===== src/rtl/butterfly_pipe_mp.sv =====
// rtl/butterfly_pipe_mp.sv - runtime-switchable mixed-precision radix-2 butterfly with valid/ready pipeline
// Operands pack {re, im} per byte (8-bit Q0.7) or per nibble of [7:0] (4-bit Q0.3 in FP4 mode).

module bf_core #(
   parameter int MUL_BITS = 8,
   parameter int ADD_BITS = 8
) (
   input  logic [15:0] a,
   input  logic [15:0] b,
   input  logic [15:0] w,
   output logic [15:0] x,
   output logic [15:0] y
);
   localparam int PW = 2 * MUL_BITS + 1;

   logic signed [MUL_BITS-1:0] wr, wi, br, bi;
   logic signed [PW-1:0]       wr_e, wi_e, br_e, bi_e;
   logic signed [PW-1:0]       pr_full, pi_full, pr_sh, pi_sh;
   logic [7:0]                 pr8, pi8, xr8, xi8, yr8, yi8;
   logic [ADD_BITS-1:0]        ar, ai, prn, pin;
   logic                       unused_bits;

   // Each unit truncates operands to its precision by keeping the top bits of every 8-bit component.
   always_comb begin
      wr = w[15 -: MUL_BITS];
      wi = w[7 -: MUL_BITS];
      br = b[15 -: MUL_BITS];
      bi = b[7 -: MUL_BITS];
      wr_e = PW'(wr);
      wi_e = PW'(wi);
      br_e = PW'(br);
      bi_e = PW'(bi);
      pr_full = wr_e * br_e - wi_e * bi_e;
      pi_full = wr_e * bi_e + wi_e * br_e;
      pr_sh = pr_full >>> (MUL_BITS - 1);
      pi_sh = pi_full >>> (MUL_BITS - 1);
      pr8 = '0;
      pi8 = '0;
      pr8[7 -: MUL_BITS] = pr_sh[MUL_BITS-1:0];
      pi8[7 -: MUL_BITS] = pi_sh[MUL_BITS-1:0];
      ar  = a[15 -: ADD_BITS];
      ai  = a[7 -: ADD_BITS];
      prn = pr8[7 -: ADD_BITS];
      pin = pi8[7 -: ADD_BITS];
      xr8 = '0;
      xi8 = '0;
      yr8 = '0;
      yi8 = '0;
      xr8[7 -: ADD_BITS] = ar + prn;
      xi8[7 -: ADD_BITS] = ai + pin;
      yr8[7 -: ADD_BITS] = ar - prn;
      yi8[7 -: ADD_BITS] = ai - pin;
      x = {xr8, xi8};
      y = {yr8, yi8};
   end

   assign unused_bits = ^{a, b, w, pr8, pi8, pr_sh, pi_sh};
endmodule

module butterfly_pipe_mp #(
   parameter int         LATENCY      = 2,
   parameter logic [1:0] DEFAULT_MODE = 2'b01,
   parameter logic [3:0] MODE_MASK    = 4'b1111
) (
   input  logic        clk,
   input  logic        rst,
   input  logic [1:0]  mode_req,
   output logic [1:0]  mode_active,
   output logic        mode_busy,
   output logic        mode_ack,
   output logic        mode_err,
   input  logic        in_valid,
   output logic        in_ready,
   input  logic [15:0] in_a,
   input  logic [15:0] in_b,
   input  logic [15:0] in_w,
   output logic        out_valid,
   input  logic        out_ready,
   output logic [15:0] out_x,
   output logic [15:0] out_y,
   output logic [1:0]  out_mode,
   output logic [2:0]  inflight
);
   typedef enum logic [1:0] {ST_RUN, ST_DRAIN, ST_SWITCH} state_t;

   state_t state_q, state_n;
   logic [1:0]  pend_q;
   logic        pend_load, err_set;
   logic        adv, fire_in, fire_out, req_ok;

   logic [15:0] a4, b4, w4;
   logic [15:0] x4c, y4c, x8, y8, x84, y84, x48, y48;
   logic [15:0] res_x, res_y;
   logic        unused_fp4;

   logic [LATENCY-1:0]       st_v;
   logic [LATENCY-1:0][15:0] st_x, st_y;
   logic [LATENCY-1:0][1:0]  st_m;

   // FP4 nibbles are placed in the top of each 8-bit lane; the upper operand byte never reaches the unit.
   assign a4 = {in_a[7:4], 4'h0, in_a[3:0], 4'h0};
   assign b4 = {in_b[7:4], 4'h0, in_b[3:0], 4'h0};
   assign w4 = {in_w[7:4], 4'h0, in_w[3:0], 4'h0};

   bf_core #(.MUL_BITS(4), .ADD_BITS(4)) u_fp4 (.a(a4), .b(b4), .w(w4), .x(x4c), .y(y4c));
   bf_core #(.MUL_BITS(8), .ADD_BITS(8)) u_fp8 (.a(in_a), .b(in_b), .w(in_w), .x(x8), .y(y8));
   bf_core #(.MUL_BITS(4), .ADD_BITS(8)) u_a8m4 (.a(in_a), .b(in_b), .w(in_w), .x(x84), .y(y84));
   bf_core #(.MUL_BITS(8), .ADD_BITS(4)) u_m8a4 (.a(in_a), .b(in_b), .w(in_w), .x(x48), .y(y48));

   assign unused_fp4 = ^{x4c, y4c};

   always_comb begin
      res_x = x8;
      res_y = y8;
      case (mode_active)
         2'b00: begin
            res_x = {8'h00, x4c[15:12], x4c[7:4]};
            res_y = {8'h00, y4c[15:12], y4c[7:4]};
         end
         2'b10: begin
            res_x = x84;
            res_y = y84;
         end
         2'b11: begin
            res_x = x48;
            res_y = y48;
         end
         default: begin
            res_x = x8;
            res_y = y8;
         end
      endcase
   end

   assign req_ok    = MODE_MASK[mode_req];
   assign adv       = !out_valid | out_ready;
   assign in_ready  = adv & (state_q == ST_RUN) & ((mode_req == mode_active) | !req_ok);
   assign fire_in   = in_valid & in_ready;
   assign fire_out  = out_valid & out_ready;
   assign mode_busy = (state_q != ST_RUN);

   assign out_valid = st_v[LATENCY-1];
   assign out_x     = st_x[LATENCY-1];
   assign out_y     = st_y[LATENCY-1];
   assign out_mode  = st_m[LATENCY-1];

   always_comb begin
      state_n   = state_q;
      pend_load = 1'b0;
      err_set   = 1'b0;
      mode_ack  = 1'b0;
      case (state_q)
         ST_RUN: begin
            if (!req_ok) begin
               err_set = 1'b1;
            end else if (mode_req != mode_active) begin
               pend_load = 1'b1;
               state_n   = ST_DRAIN;
            end
         end
         ST_DRAIN: begin
            if (inflight == 3'd0) state_n = ST_SWITCH;
         end
         ST_SWITCH: begin
            mode_ack = 1'b1;
            state_n  = ST_RUN;
         end
         default: state_n = ST_RUN;
      endcase
   end

   always_ff @(posedge clk) begin
      if (rst) begin
         state_q     <= ST_RUN;
         mode_active <= DEFAULT_MODE;
         pend_q      <= DEFAULT_MODE;
         mode_err    <= 1'b0;
         inflight    <= 3'd0;
         st_v        <= '0;
         for (int i = 0; i < LATENCY; i++) begin
            st_x[i] <= 16'h0000;
            st_y[i] <= 16'h0000;
            st_m[i] <= DEFAULT_MODE;
         end
      end else begin
         state_q <= state_n;
         if (pend_load) pend_q <= mode_req;
         if (state_q == ST_SWITCH) mode_active <= pend_q;
         if (err_set) mode_err <= 1'b1;
         if (fire_in && !fire_out) inflight <= inflight + 3'd1;
         else if (fire_out && !fire_in) inflight <= inflight - 3'd1;
         // The whole pipe moves as one shift register so results keep their order and mode tag.
         if (adv) begin
            st_v[0] <= fire_in;
            st_x[0] <= res_x;
            st_y[0] <= res_y;
            st_m[0] <= mode_active;
            for (int i = 1; i < LATENCY; i++) begin
               st_v[i] <= st_v[i-1];
               st_x[i] <= st_x[i-1];
               st_y[i] <= st_y[i-1];
               st_m[i] <= st_m[i-1];
            end
         end
      end
   end
endmodule

===== config.mk =====
export PLATFORM = sky130hd
export DESIGN_NAME = butterfly_pipe_mp
export DESIGN_NICKNAME = d
export VERILOG_FILES = /design/src/rtl/butterfly_pipe_mp.sv
export SDC_FILE = /design/constraint.sdc
export NUM_CORES = 1
export LEC_CHECK = 0
export ABC_CLOCK_PERIOD_IN_PS = 10850
export CAP_MARGIN = 40
export CORE_ASPECT_RATIO = 1.75
export CORE_UTILIZATION = 40
export CTS_CLUSTER_DIAMETER = 120
export DETAILED_ROUTE_END_ITERATION = 16
export PLACE_DENSITY = 0.65
export REMOVE_ABC_BUFFERS = 1
export SLEW_MARGIN = 25
export SYNTH_ARGS = -nofsm -noshare
export SYNTH_HDL_FRONTEND = slang
export SYNTH_HIERARCHICAL = 1
export SYNTH_SLANG_ARGS = --single-unit
export TNS_END_PERCENT = 50

===== constraint.sdc =====
create_clock -name clk -period 10.85 [get_ports clk]
set_input_delay 2.17 -clock clk [delete_from_list [all_inputs] [get_ports clk]]
set_output_delay 2.17 -clock clk [all_outputs]
set_load 0.02 [all_outputs]

==> results.md, run 1 <==
- The core footprint is 75,100 um^2.
- The critical path in this run is classified as primary input to flop.
- The layout overhead on the synthesized area is 6.87%.
- The tree built by TritonCTS fans out to 79 sinks.
- The total of fill cells in the finished design is 7,399.
- The max-slew violation count came to 0.
- The synthesized netlist occupies a cell area of 30,300 um^2.
- Detailed routing inserted a total of 21,300 vias.
- Setup repair after global routing left no endpoint under its margin.
- The largest net degree at the start of global routing is 81.
- The die span in y is 366 um.
- The worst register-to-register path begins at st_v[1]$_SDFFE_PP0N_.
- The number of placement rows is 133.
- The DRC violation count after routing is 0.
- Clock-pin slew was measured on the worst setup and hold paths at 60 ps.
- The via count of the first global-routing pass was 24,100.
- The share of the clock period used by the worst path after layout is 0.905.
- The count of final setup violators is 0.
- The sum of negative setup slack is 0 ps.
- Dividing the detail-routed wire length by the instance count gives 18.3 um.
- The die width is 210 um.
- Once the clock tree was built, the setup fixing pass inserted 0 buffers.
- The detailed-placement wirelength estimate is 64,800 um.
- The largest individual stage delay along the critical path comes from the cell clkdlybuf4s50_1.
- Summed over all layers, the global routing overflow is 0.
- The worst register-to-register path has a setup slack of 8260 ps.
- The H-tree was split into 3 levels.
- The master cell of the clock root buffer is clkbuf_16.
- The CTS tree is yes.
- The largest single stage delay on the critical path is 970 ps.
- The sort of element at the end of the critical path is a flop.
- The quantity of I/O buffers inserted on ports is 96.
- The flow ran to the end, and the final reports show no timing, DRC or antenna violations.
- The initial antenna violation count is 0.
- The arrival time at the worst endpoint is 10,010 ps.
- The number of buffers inserted by hold repair at cts is 0.
- The gate count of the mapped netlist is 3,322.
- The tightest min-delay check is of the flop to flop type.
- The worst slew margin relative to its limit is 0.393.
- The floorplan step defined a die boundary enclosing 76,900 um^2.
- After layout, the minimum clock period comes to 9820 ps.
- Using the TritonRoute via totals, the vias-per-cell ratio works out to 4.90.
- The post-CTS resize count is 0.
- The peak clock frequency supported by timing is 102 MHz.
- The wire length of the first global-routing pass is 128,000 um.
- The first-pass iteration count of the detailed router is 5.
- The number of warnings issued by yosys is 6.
- The total clock buffers created by CTS is 9.
- The largest fanout on the critical path is 13.
- The setup clock skew after layout is 4.62 ps.
- The number of endpoints with negative hold slack in the final report is 0.
- The category of the worst setup path launch point is a primary input.
- The hold path startpoint is out_y[8]$_SDFFE_PP0N_.
- At the end of the flow, the number of nets in the layout was 4,309.
- Before CTS, the worst setup slack after placement is 706 ps.
- The clock reaches the later pin of the worst-skew pair after 340 ps.
- The fraction of layout instances using a drive strength above 1 is 0.0476.
- The maximum root-to-sink buffer count is 2.
- For this block, the initial DRC count from the detailed router was 905.
- The starting density of the core is 0.404.
- The congestion estimate from routability-driven global placement came to 0.901.
- At the pin with the least slew margin, the transition time is 910 ps.
- After detailed routing, the total wire length is 79,400 um.
- In this run the remaining antenna-violating nets after routing total 0.
- After layout, the worst setup slack is 1030 ps.
- Across the run, the number of max-cap violations was 0.
- Across every metal layer, demand over resource in global routing totals 0.216.
- The synthesized area per cell is 9.12 um^2.
- The launching instance or port of the critical path is in_b[8].
- The critical path data required time is 11,040 ps.
- 98 I/O pins were placed.
- Among the stages of the critical path, the cell type that occurs most often is fa_1.
[cell usage in the layout, fill, tap and decap left out, types with 12 or more instances in the layout]
cell type / instances
xor2_1: 49
ha_1: 329
buf_2: 20
nor2_1: 122
o21ai_0: 14
clkdlybuf4s50_1: 75
xnor2_1: 146
fa_1: 593
nor2b_1: 13
a21oi_1: 107
a221oi_1: 14
a21o_1: 19
xnor3_1: 19
dfxtp_1: 77
mux4_2: 12
nand2b_1: 37
o21bai_1: 14
nand2_1: 315
buf_4: 64
and2_1: 339
inv_1: 782
conb_1: 17
nor3_1: 23
[area by class of cell]
cell class                      instances  area [um^2]  share of cell area
Tap cell                             1012         1270              0.0391
Clock buffer                           12          246             0.00761
Clock inverter                          3         67.6             0.00209
Timing Repair Buffer                  168         1500              0.0463
Antenna cell                            2         5.00            0.000155
Inverter                              786         2960              0.0913
Multi-Input combinational cell       2289        24800               0.765
Sequential cell                        79         1580              0.0489
[path summary, 6_finish.rpt]
path         cells past startpoint                       end
max                             27      st_x[7]$_SDFFE_PP0N_
min                              2     out_y[8]$_SDFFE_PP0N_
max reg2reg                     10  inflight[2]$_SDFFE_PP0P_
min reg2reg                      2     out_y[8]$_SDFFE_PP0N_
[layer usage]
layer / global-route usage / vias up / share of wire / routed length, um
li1: - / 9784 / - / -
met1: 0.212 / 10800 / 0.34 / 26900
met2: 0.428 / 517 / 0.56 / 44500
met3: 0.0124 / 245 / 0.028 / 2230
met4: 0.141 / 0 / 0.073 / 5780
met5: 0 / - / 0 / 0
[registers in the layout (all words and copies together), names as in the netlist]
signal and flops:
st_m 2, out_y 16, mode_active 2, st_v 2, st_x 16, out_mode 2
out_x 16, inflight 3, st_y 16, state_q 2, pend_q 2
[critical path: cells and delay by family]
family	cells	cell delay, ps
muxes	1	440
and+or+nand+nor	5	960
adders and majority gates	8	3500
buffers and inverters	5	1220
AOI/OAI and AO/OA	6	1100
xor gates and xnor gates	2	590
[per-stage QoR]
stage	hold slack [ps]	cells	instance area, um^2	utilization
CTS	451	4347	32300	0.431
detailed placement	443	4332	32000	0.427
global placement	436	4329	32000	0.426
finish	445	4351	32400	0.431
global route	465	4349	32400	0.431
floorplan	426	3154	29300	-
Power of run 1 is not shown: default switching activity piles up to over one toggle a cycle in this logic, so the estimate is an artifact.
==> inputs of run 2 (changes only) <==
- CTS_CLUSTER_SIZE: default -> 24
- SLEW_MARGIN: 25 -> default
==> results.md, run 2 (same netlist as run 1, synthesis figures left out) <==
- The sort of element at the end of the critical path is a flop.
- Setup violations remaining at the end of the flow were counted as 0.
- The number of I/O pins is 98.
- For this run, the post-layout net count is 4,307.
- The DRC violation count after routing is 0.
- The clock-pin slew of the registers on the worst-case setup and hold paths is 60 ps.
- In the layout the commonest cells are 782 x inv_1, 593 x fa_1, 339 x and2_1.
- The number of hold buffers added after CTS was 0.
- The critical path is of the primary input to flop type.
- For this run, the share of the core covered by cells in the final layout is 0.431.
- The number of endpoints with negative hold slack in the final report came to 0.
- The master cell of the clock root buffer is clkbuf_16.
- The clock arrives with 5.57 ps of skew.
- The arrival time at the worst endpoint is 10,080 ps.
- The core footprint is 75,100 um^2.
- The average wire per cell in the routed design is 18.3 um.
- The die outline area is 76,900 um^2.
- Along the worst path, the maximum fanout reaches 15.
- The total length of routed wires is 79,600 um.
- The maximum root-to-sink buffer count is 2.
- The number of gates resized after CTS was 0.
- The final period demand of the worst path is 9890 ps.
- The worst hold path was traced through 2 stages.
- The met3 track demand over resource in global routing is 0.0127.
- The total clock buffers created by CTS is 9.
- In the global route stage, met1 resource usage came out at 0.211.
- The largest net degree at the start of global routing is 81.
- The number of placement rows is 133.
- The number of cells on the worst reg-to-reg path is 10.
- The initial antenna violation count was 0.
- The clock drives 79 sinks.
- The pre-antenna-repair detailed-routing pass consisted of 5 iterations.
- The worst pin sits at a relative slew slack of 0.363.
- The sum of negative setup slack is 0 ps.
- The wire length of the first global-routing pass is 127,000 um.
- Of the cells placed in the final design, the portion with a size suffix greater than 1 is 0.0471.
- The number of antenna repair diodes is 0.
- In this run the remaining antenna-violating nets after routing total 0.
- The filler-free cell count of the finished design is 4,347.
- The detailed-placement wirelength estimate is 64,600 um.
- The die span in y is 366 um.
- The quantity of I/O buffers inserted on ports is 96.
- In the global route stage, met2 resource usage came out at 0.425.
- For this run, the total global-route usage over all layers was measured as 0.216.
- The max capacitance violation total is 0.
- The initial DRC count is 797.
- The tightest min-delay check is of the flop to flop type.
- In this run the number of H-tree levels came out at 3.
- The routed via count is 21,300.
- The max-slew violation count was 0.
- At the end of routability-driven placement, the weighted congestion stood at 0.901.
- The critical path data required time is 11,050 ps.
- For the pin with the worst max-slew slack, the measured transition is 952 ps.
- The most utilized layer in the global route result is met2.
- The clock reaches the later pin of the worst-skew pair after 340 ps.
- The most common library cell in the layout ignoring fill and taps is inv_1.
- The via count of the first global-routing pass is 24,100.
- The category of the worst setup path launch point is a primary input.
- In the routed layout, each cell is associated on average with a via count of 4.90.
- Setup repair after global routing left no endpoint under its margin.
- The starting density of the core is 0.404.
- From left edge to right edge, the die measures 210 um.
- Dividing the final minimum period by the clock period gives 0.911.
- From synthesis to final layout, the design area changed by 6.70%.
- Post-CTS timing repair inserted 0 buffers for setup.
- The placed instance count is 4,332.
- The flow ran to the end, and the final reports show no timing, DRC or antenna violations.
- Based on the critical path, the design can be clocked at up to 101 MHz.
- TritonCTS built the clock tree.
- The residual overflow from global routing is 0.
run 2: final timing paths:
kind                    startpoint                        to  slack [ps]
max                       in_w[11]     st_x[15]$_SDFFE_PP0N_         960
min          out_y[8]$_SDFFE_PP0N_     out_y[8]$_SDFFE_PP0N_         450
max reg2reg   st_v[1]$_SDFFE_PP0N_  inflight[2]$_SDFFE_PP0P_        8260
min reg2reg  out_y[8]$_SDFFE_PP0N_     out_y[8]$_SDFFE_PP0N_         450
run 2: through the flow:
step | setup slack (ps) | hold WS, ps | instance area (um^2)
CTS | 1040 | 450 | 32300
finish | 963 | 446 | 32300
global route | 631 | 465 | 32300
floorplan | 2170 | 426 | 29300
detailed placement | 664 | 444 | 32000
global placement | 776 | 436 | 32000
run 2: metal layers:
| layer | share of wire | vias up |
|---|---|---|
| met5 | 0 | - |
| met2 | 0.56 | 477 |
| met1 | 0.34 | 10800 |
| met3 | 0.025 | 246 |
| li1 | - | 9769 |
| met4 | 0.077 | 0 |
run 2: layout make-up:
| class | instances | area [um^2] |
|---|---|---|
| fillers | 7381 | 42700 |
| multi-input cells | 2289 | 24800 |
| inverters | 786 | 2960 |
| flip-flops and latches | 79 | 1580 |
| repair buffers | 166 | 1450 |
| well taps | 1012 | 1270 |
| clock buffers | 12 | 246 |
| clock inverters | 3 | 67.6 |
run 2: worst max-delay path, cell delays in order:
cell,delay (ps)
clkdlybuf4s50_1,910
buf_4,430
and2_1,170
fa_1,530
inv_1,50
fa_1,460
fa_1,510
inv_1,50
fa_1,490
fa_1,490
inv_1,50
fa_1,470
inv_1,40
ha_1,280
a211o_1,280
a211oi_1,500
o31ai_1,220
xnor2_1,440
ha_1,340
a21o_1,180
a21oi_1,160
xnor3_1,230
mux2_4,260
a221oi_1,250
nor3_1,80
Power of run 2 is left out for the same reason.
==> inputs of run 3 (changes only) <==
- ABC_CLOCK_PERIOD_IN_PS: 10850 -> 9900
- clock period: 10.85 -> 9.9 ns (I/O delays scaled with it)
==> results.md, run 3 (same netlist as run 1, synthesis figures left out) <==
- The flow ran to the end, and the final reports show no timing, DRC or antenna violations.
- The worst setup path is launched from a primary input.
- In the layout the commonest cells are 782 x inv_1, 593 x fa_1, 339 x and2_1.
- The aggregate global-route resource usage is 0.215.
- From synthesis to final layout, the design area changed by 8.02%.
- The count of final setup violators is 0.
- Across the whole layout, storage elements account for 1580 um^2.
- Summed over all nets, the half-perimeter wirelength after detailed placement is 63,400 um.
- Among all stages on the critical path, the largest delay is contributed by clkdlybuf4s50_1.
- The worst setup path is captured at a flop.
- The post-CTS resize count is 0.
- The top cell family by delay on the critical path is adder cells.
- The number of clock sinks is 79.
- The die outline area is 76,900 um^2.
- The initial DRC count is 850.
- Entering global routing, the biggest net connects 81 pins.
- The initial antenna violation count is 2.
- The setup clock skew after layout is 3.36 ps.
- TritonCTS created 9 clock buffers.
- The CTS tree is yes.
- The die is 366 um tall.
- The maximum root-to-sink buffer count is 2.
- The post-CTS repair timing setup buffer count is 0.
- The residual overflow from global routing is 0.
- The number of antenna repair diodes is 0.
- Along the worst path, the maximum fanout reaches 6.
- The via count of the first global-routing pass is 24,000.
- The clock-pin slew of the registers on the worst-case setup and hold paths is 60 ps.
- The peak clock frequency supported by timing is 106 MHz.
- Pin placement for this block handled 98 I/O pins.
- Data on the critical path arrives at its endpoint at 9610 ps.
- At the later pin of the worst-skew pair, clock insertion delay measures 340 ps.
- The layout has 7,316 filler cells.
- Setup repair after global routing left no endpoint under its margin.
- At the worst endpoint, the required time is 10,090 ps.
- The die width is 210 um.
- Once detail routing completed, the nets flagged for antenna violations numbered 0.
- Of the cells placed in the final design, the portion with a size suffix greater than 1 is 0.0567.
- The share of the clock period used by the worst path after layout is 0.951.
- The number of endpoints with negative hold slack in the final report is 0.
- The final period demand of the worst path is 9410 ps.
- The master cell of the clock root buffer is clkbuf_16.
- The buffers plus inverters on the worst setup path is 7.
- For flop-to-flop paths, the worst setup slack is 7290 ps.
- The initial utilization of the core area, before any placement, comes to 0.404.
- The measured slew at the worst slew-check pin is 848 ps.
- For this run, design rule violations remaining after detail routing come to 0.
- The first-pass iteration count of the detailed router is 5.
- The sum of negative setup slack is 0 ps.
- The largest stage delay on the critical path is 710 ps.
- The maximum level of the CTS H-tree is 3.
- After detailed routing, the average wire length per cell comes to 18.0 um.
- The worst slew margin relative to its limit is 0.435.
- The quantity of I/O buffers inserted on ports is 96.
- For this design, the CTS-stage hold fixing added 0 buffers.
- The congestion estimate from routability-driven global placement came to 0.895.
- The floorplan has 133 rows.
- The critical setup path kind is primary input to flop.
- The multi-input combinational cells in the finished layout cover a total of 24,800 um^2.
- The first global-routing pass estimated 127,000 um of wire.
- In this run the standard cell core region covers 75,100 um^2.
- The most common library cell in the layout ignoring fill and taps is inv_1.
- Max-cap violations in this run came to 0.
- The total length of routed wires is 78,900 um.
- Counting stages on the worst path, the most repeated cell is fa_1.
- Using the TritonRoute via totals, the vias-per-cell ratio works out to 4.88.
- The routed via count is 21,400.
- The path class of the tightest hold or removal check is flop to flop.
- The max-slew violation count is 0.
- The final layout contains 4,340 nets.
## run 3: worst min-delay path, delay by kind of cell, from the launching register on
| kind | cells | cell delay (ps) |
|---|---|---|
| AOI/OAI and AO/OA | 1 | 50 |
| DFF | 1 | 300 |
| and+or+nand+nor | 1 | 50 |
## run 3: final cells by class
| cell class | count | area share |
|---|---|---|
| Clock buffer | 12 | 0.00784 |
| Sequential cell | 79 | 0.0484 |
| Inverter | 786 | 0.0903 |
| Tap cell | 1012 | 0.0387 |
| Clock inverter | 3 | 0.00275 |
| Timing Repair Buffer | 199 | 0.0555 |
| Multi-Input combinational cell | 2289 | 0.756 |
## run 3: metrics by stage
stage / area [um^2] / utilization / hold WS (ps) / cells / setup WS [ps]
3_5_place_dp: 32400 / 0.431 / 444 / 4365 / 194
5_1_grt: 32700 / 0.436 / 467 / 4380 / 122
6_report: 32700 / 0.436 / 446 / 4380 / 488
3_3_place_gp: 32400 / 0.431 / 438 / 4364 / 310
2_1_floorplan: 29300 / - / 426 / 3154 / 1410
4_1_cts: 32700 / 0.436 / 450 / 4380 / 557
## run 3: per-layer routing
metal	vias to the layer above	track usage	share of wire
met5	-	0	0.00041
met3	238	0.0148	0.027
li1	9831	-	-
met2	474	0.429	0.57
met4	4	0.121	0.063
met1	10800	0.215	0.34
## run 3: path summary, 6_finish.rpt
| check | cells after the start | to | start |
|---|---|---|---|
| min reg2reg | 2 | out_y[8]$_SDFFE_PP0N_ | out_y[8]$_SDFFE_PP0N_ |
| min | 2 | out_y[8]$_SDFFE_PP0N_ | out_y[8]$_SDFFE_PP0N_ |
| max reg2reg | 10 | inflight[2]$_SDFFE_PP0P_ | mode_active[0]$_SDFFE_PP1P_ |
| max | 26 | st_x[15]$_SDFFE_PP0N_ | in_b[15] |
Power of run 3 is left out for the same reason.
